--- src/rtl/cdb_bus_controller_if.sv ---
// CDB controller bus: producer request/result lanes and the broadcast CDB.
// master = the controller, slave = producers and CDB consumers.
interface cdb_bus_controller_if #(
    parameter int DATA_WIDTH    = 4,
    parameter int CDB_TAG_WIDTH = 4,
    parameter int PRODUCERS     = 2,
    parameter int RS_ARB_STATES = 6
);
    localparam int RS_W = (RS_ARB_STATES > 1) ? $clog2(RS_ARB_STATES) : 1;

    logic [PRODUCERS-1:0]               prod_request;
    logic [PRODUCERS*DATA_WIDTH-1:0]    prod_data;
    logic [PRODUCERS*CDB_TAG_WIDTH-1:0] prod_tag;
    logic [PRODUCERS-1:0]               prod_accepted;
    logic                               flush;
    logic                               cdb_valid;
    logic [CDB_TAG_WIDTH-1:0]           cdb_tag;
    logic [DATA_WIDTH-1:0]              cdb_data;
    logic [RS_W-1:0]                    rs_arbiter_state;

    modport master (
        input  prod_request, prod_data, prod_tag, flush,
        output prod_accepted, cdb_valid, cdb_tag, cdb_data,
        output rs_arbiter_state
    );

    modport slave (
        output prod_request, prod_data, prod_tag, flush,
        input  prod_accepted, cdb_valid, cdb_tag, cdb_data,
        input  rs_arbiter_state
    );
endinterface

--- src/rtl/cdb_bus_controller.sv ---
// Round-robin CDB arbiter with a registered broadcast stage and RS rotation.
// Optional CDB_BUSY_COUNT_EN adds a saturating busy-cycle counter port.
module cdb_bus_controller #(
    parameter int DATA_WIDTH    = 4,
    parameter int CDB_TAG_WIDTH = 4,
    parameter int PRODUCERS     = 2,
    parameter int RS_ARB_STATES = 6
) (
    input logic clk,
    input logic rst_n,
    cdb_bus_controller_if.master bus
`ifdef CDB_BUSY_COUNT_EN
    ,
    output logic [15:0] cdb_busy_count
`endif
);
    localparam int PTR_W = (PRODUCERS > 1) ? $clog2(PRODUCERS) : 1;
    localparam int RS_W  = (RS_ARB_STATES > 1) ? $clog2(RS_ARB_STATES) : 1;

    logic [PTR_W-1:0]         ptr_q;
    logic [PTR_W-1:0]         gidx;
    logic                     found;
    logic [PRODUCERS-1:0]     grant;
    logic                     valid_q;
    logic [CDB_TAG_WIDTH-1:0] tag_q;
    logic [DATA_WIDTH-1:0]    data_q;
    logic [RS_W-1:0]          rs_q;
    int                       idx;

    // Scan from ptr with wraparound; first requester wins.
    always_comb begin
        found = 1'b0;
        gidx  = '0;
        idx   = 0;
        if (rst_n && !bus.flush) begin
            for (int k = 0; k < PRODUCERS; k++) begin
                idx = int'(ptr_q) + k;
                if (idx >= PRODUCERS) idx = idx - PRODUCERS;
                if (!found && bus.prod_request[idx]) begin
                    found = 1'b1;
                    gidx  = PTR_W'(idx);
                end
            end
        end
    end

    always_comb begin
        grant = '0;
        if (found) grant[gidx] = 1'b1;
    end

    assign bus.prod_accepted    = grant;
    assign bus.cdb_valid        = valid_q;
    assign bus.cdb_tag          = tag_q;
    assign bus.cdb_data         = data_q;
    assign bus.rs_arbiter_state = rs_q;

    always_ff @(posedge clk or negedge rst_n) begin
        if (!rst_n) begin
            valid_q <= 1'b0;
            tag_q   <= '0;
            data_q  <= '0;
            ptr_q   <= '0;
            rs_q    <= '0;
        end else if (found) begin
            valid_q <= 1'b1;
            tag_q   <= bus.prod_tag[int'(gidx)*CDB_TAG_WIDTH +: CDB_TAG_WIDTH];
            data_q  <= bus.prod_data[int'(gidx)*DATA_WIDTH +: DATA_WIDTH];
            ptr_q   <= (gidx == PTR_W'(PRODUCERS-1)) ? '0 : gidx + 1'b1;
            rs_q    <= (rs_q == RS_W'(RS_ARB_STATES-1)) ? '0 : rs_q + 1'b1;
        end else begin
            valid_q <= 1'b0;
        end
    end

`ifdef CDB_BUSY_COUNT_EN
    always_ff @(posedge clk or negedge rst_n) begin
        if (!rst_n) begin
            cdb_busy_count <= '0;
        end else if (valid_q && !bus.flush && cdb_busy_count != 16'hFFFF) begin
            cdb_busy_count <= cdb_busy_count + 16'd1;
        end
    end
`endif
endmodule
--- src/flat_wrapper.sv ---
// flat-port wrapper written by rule: the top's interface ports become plain ports
module cdb_bus_controller_flat 
#(
    parameter int DATA_WIDTH    = 4,
    parameter int CDB_TAG_WIDTH = 4,
    parameter int PRODUCERS     = 2,
    parameter int RS_ARB_STATES = 6
)
  (clk, rst_n, bus_prod_request, bus_prod_data, bus_prod_tag, bus_flush, bus_prod_accepted, bus_cdb_valid, bus_cdb_tag, bus_cdb_data, bus_rs_arbiter_state);
  cdb_bus_controller_if #(.DATA_WIDTH(DATA_WIDTH), .CDB_TAG_WIDTH(CDB_TAG_WIDTH), .PRODUCERS(PRODUCERS), .RS_ARB_STATES(RS_ARB_STATES)) bus_i ();
  input logic clk;
  input logic rst_n;
  input wire logic [$bits(bus_i.prod_request)-1:0] bus_prod_request;
  input wire logic [$bits(bus_i.prod_data)-1:0] bus_prod_data;
  input wire logic [$bits(bus_i.prod_tag)-1:0] bus_prod_tag;
  input wire logic [$bits(bus_i.flush)-1:0] bus_flush;
  output wire logic [$bits(bus_i.prod_accepted)-1:0] bus_prod_accepted;
  output wire logic [$bits(bus_i.cdb_valid)-1:0] bus_cdb_valid;
  output wire logic [$bits(bus_i.cdb_tag)-1:0] bus_cdb_tag;
  output wire logic [$bits(bus_i.cdb_data)-1:0] bus_cdb_data;
  output wire logic [$bits(bus_i.rs_arbiter_state)-1:0] bus_rs_arbiter_state;
  assign bus_i.prod_request = bus_prod_request;
  assign bus_i.prod_data = bus_prod_data;
  assign bus_i.prod_tag = bus_prod_tag;
  assign bus_i.flush = bus_flush;
  assign bus_prod_accepted = bus_i.prod_accepted;
  assign bus_cdb_valid = bus_i.cdb_valid;
  assign bus_cdb_tag = bus_i.cdb_tag;
  assign bus_cdb_data = bus_i.cdb_data;
  assign bus_rs_arbiter_state = bus_i.rs_arbiter_state;
  cdb_bus_controller #(.DATA_WIDTH(DATA_WIDTH), .CDB_TAG_WIDTH(CDB_TAG_WIDTH), .PRODUCERS(PRODUCERS), .RS_ARB_STATES(RS_ARB_STATES)) u_core (.clk(clk), .rst_n(rst_n), .bus(bus_i));
endmodule
--- config.mk ---
export PLATFORM = sky130hd
export DESIGN_NAME = cdb_bus_controller_flat
export DESIGN_NICKNAME = d
export VERILOG_FILES = /design/src/rtl/cdb_bus_controller_if.sv /design/src/rtl/cdb_bus_controller.sv /design/src/flat_wrapper.sv
export SDC_FILE = /design/constraint.sdc
export NUM_CORES = 1
export LEC_CHECK = 0
export BUFFER_PORTS_ARGS = -buffer_cell sky130_fd_sc_hd__buf_4
export CAP_MARGIN = 20
export CORE_MARGIN = 10
export CORE_UTILIZATION = 46
export CTS_BUF_LIST = sky130_fd_sc_hd__clkbuf_2
export DETAILED_ROUTE_END_ITERATION = 8
export PLACE_DENSITY_LB_ADDON = 0.2
export SLEW_MARGIN = 25
export SYNTH_ARGS = -nofsm -noshare
export SYNTH_HDL_FRONTEND = slang
export SYNTH_SLANG_ARGS = --single-unit
export TNS_END_PERCENT = 10
--- constraint.sdc ---
create_clock -name clk -period 1.3 [get_ports clk]
set_input_delay 0.195 -clock clk [delete_from_list [all_inputs] [get_ports clk]]
set_output_delay 0.195 -clock clk [all_outputs]
set_load 0.02 [all_outputs]
==> impl_metrics.ini <==
[outcome]
status = completed

[synthesis]
yosysTopAreaCellShare_pct = 45.9
synth_cell_types = 23
seq_area_frac_synth_pct = 45.9
ys_ff_latch = 13
synthFlopType = dfrtp_1
synth_largest_area_cell = dfrtp_1
yosysWarnings = 0
synthTopCellsByCount = 13 x dfrtp_1, 8 x a21oi_1, 8 x a32oi_1, 8 x o2bb2ai_1, 3 x buf_6
synth_edf_count = 0
synth_fp_nets = 81
syn_inst = 60
syn_area_um2 = 709
ys_top_cells_by_area = dfrtp_1 46%, a32oi_1 9.9%, o2bb2ai_1 9.9%
async_flop_share_pct = 100
syn-mean-instance-area_um2 = 11.8
yosysMostFrequentCell = dfrtp_1

[pwr]
vdd_drop_max_mv = 0.856
leakagePower_uw = 0.000508
powerDensity_mw_per_mm2 = 1370
finalPower_uw = 1410

[critical_path]
crit_family = flip-flops
end_kind = output port
ff2ff_setup_slack_ns = 0.12
required_ns = 1.11
reg2regPathDepth = 5
worstPathCellList = nand2b_4 > and2_4 > buf_6
crit_path_max_incr_delay_ns = 0.41
cp.depth = 3
cp_data_arrival_time_ns = 1.07
r2r-start = u_core.ptr_q$_DFFE_PN0P_
crit_slowest_cell = dfrtp_1
cp-start-kind = flop
crit_type = flop to output port
r2r_end = u_core.bus.cdb_data[0]$_DFFE_PN0P_
crit_fanout = 3
timing.critical_path.buf_inv = 1

[cts]
path_clk_slew_ns = 0.14
insertion_delay_ns = 0.28
h-tree-depth = 1
clock_sinks = 13
cts_buffer_depth = 2
ctsRootBufferMaster = clkbuf_2
cts_tree = built
cts_buffers = 3

[grt]
grt_antenna_before_repair = 0
grt_pass1_wl_um = 3350
track_usage_pct = 12.8
grt_max_degree = 13
gr-total-overflow = 0
grt_pass1_vias = 673

[floorplan]
die_y_um = 59.3
num_io_pins = 35
die_area_mm2 = 0.00351
die_w_um = 59.3
core_mm2 = 0.00149
start_util_pct = 47.6
placementRows = 14

[drt]
wl_per_cell_um = 18.6
wl_met3_um = 224
ant_nets = 0
drtIter0Drc = 14
dr.pass1.iters = 4
num_vias = 653
vias_per_cell = 5.58
highest_layer = met4
routed_wl_um = 2180
drc = 0
wl_met1_um = 892
wl_met2_um = 1030

[final_layout]
n_antenna_cell = 0
drive_gt1_share_pct = 54.5
postLayoutCoreUtil_pct = 69.2
layout.cell_area.non_filler_mm2 = 0.00103
finalNetCount = 123
syn2layout_area_growth_pct = 45.3
fillers = 123

[timing]
finalHoldViolCount = 0
maxSlewViolCount = 0
clock_skew_ns = 0.0154
tns_ns = 0
min_period_ns = 1.27
worst_pin_slew_ns = 0.372
rsz0062_at_grt = true
setup_viol = 0
max_slew_margin_pct = 75.2
finalCritPeriodShare_pct = 97.6
max_freq_mhz = 788

[placed_design]
place_area_um2 = 980
gp_congestion = 0.761
io_buffers = 34
dp_hpwl_um = 1650

[hold_path]
hold_class = input pin to flop
min_to = u_core.bus.cdb_data[3]$_DFFE_PN0P_
min_from = bus_prod_data[3]
hold_path_depth = 3

[job]
drv_cap = 0
==> flip-flops by register name, indices dropped and copies added (netlist names) <==
| register | cells |
|---|---|
| u_core.ptr_q | 1 |
| u_core.bus.cdb_tag | 4 |
| u_core.bus.rs_arbiter_state | 3 |
| u_core.bus.cdb_data | 4 |
| u_core.bus.cdb_valid | 1 |
==> report_power, final <==
| group | switching, uW | internal [uW] |
|---|---|---|
| Combinational | 289 | 316 |
| Sequential | 86.0 | 504 |
| Clock | 133 | 81.6 |
==> how the worst max path moves through the flow <==
| stage | from | endpoint | slack, ns |
|---|---|---|---|
| final | u_core.ptr_q$_DFFE_PN0P_ | bus_prod_accepted[1] | 0.03 |
| after CTS | u_core.ptr_q$_DFFE_PN0P_ | bus_prod_accepted[1] | 0.005 |
| after detailed placement | bus_prod_request[1] | u_core.bus.cdb_tag[2]$_DFFE_PN0P_ | 0.02 |
| after floorplan | u_core.ptr_q$_DFFE_PN0P_ | bus_prod_accepted[1] | 0.18 |
| after global routing | u_core.ptr_q$_DFFE_PN0P_ | bus_prod_accepted[1] | -0.04 |
| after global placement | bus_prod_request[1] | u_core.bus.cdb_data[1]$_DFFE_PN0P_ | 0.05 |
==> final cells by class <==
type                    instances  area [um^2]  share of cell area, %
repair buffers                 43          329                   31.9
well taps                      16         20.0                   1.94
multi-input cells              40          333                   32.3
clock buffers                   4         20.0                   1.94
flip-flops and latches         13          325                   31.6
inverters                       1         3.75                  0.364
==> layout by cell type, fill, tap and decap left out <==
| master | synthesis | layout |
|---|---|---|
| clkbuf_2 | 0 | 4 |
| nand2_1 | 1 | 1 |
| inv_2 | 1 | 1 |
| or2_1 | 1 | 1 |
| o2bb2ai_1 | 8 | 8 |
| xnor2_1 | 1 | 1 |
| nand2_4 | 1 | 1 |
| nor2b_2 | 1 | 1 |
| buf_4 | 0 | 41 |
| nand3_4 | 1 | 1 |
| a32oi_1 | 8 | 8 |
| dfrtp_1 | 13 | 13 |
| nor2_1 | 1 | 1 |
| dlygate4sd3_1 | 0 | 1 |
| nand2b_4 | 0 | 1 |
| mux2_4 | 2 | 2 |
| nor2b_1 | 1 | 1 |
| a21o_1 | 1 | 1 |
| buf_6 | 3 | 1 |
| and2_4 | 1 | 2 |
| a21oi_1 | 8 | 8 |
| and3b_1 | 2 | 2 |
==> per-layer routing <==
metal	up-vias	track usage (%)
li1	312	-
met1	303	14.6
met2	34	20.1
met3	4	5.58
met4	0	5.90
met5	-	0
==> tightest hold or removal path: cells and delay by family <==
| kind | cells | cell delay [ns] |
|---|---|---|
| AO/OA/AOI/OAI | 2 | 0.15 |
| buffers and inverters | 1 | 0.08 |
==> cells by family after synthesis <==
group / count (synthesis) / share of synthesized area (%)
buffers and inverters: 7 / 8.64
AND/OR/NAND/NOR: 12 / 13.6
multiplexers: 2 / 4.23
AO/OA/AOI/OAI: 25 / 26.5
XOR/XNOR: 1 / 1.23
flip-flops: 13 / 45.9
==> metrics by stage <==
stage	instances	setup slack, ns	hold slack (ns)
6_report	117	0.0306	0.164
5_1_grt	117	-0.0406	0.146
4_1_cts	117	0.00465	0.167
3_5_place_dp	111	0.0159	-0.00566
3_3_place_gp	111	0.0515	-0.00545
2_1_floorplan	60	0.180	-0.101
==> what timing repair did <==
action,in CTS,in global routing
setup endpoints to repair,1,2
hold buffers,1,0
hold endpoints to repair,13,0
resized for setup,3,1
buffers inserted,1,0
gates cloned,0,0
(Power assumes the default switching activity.)
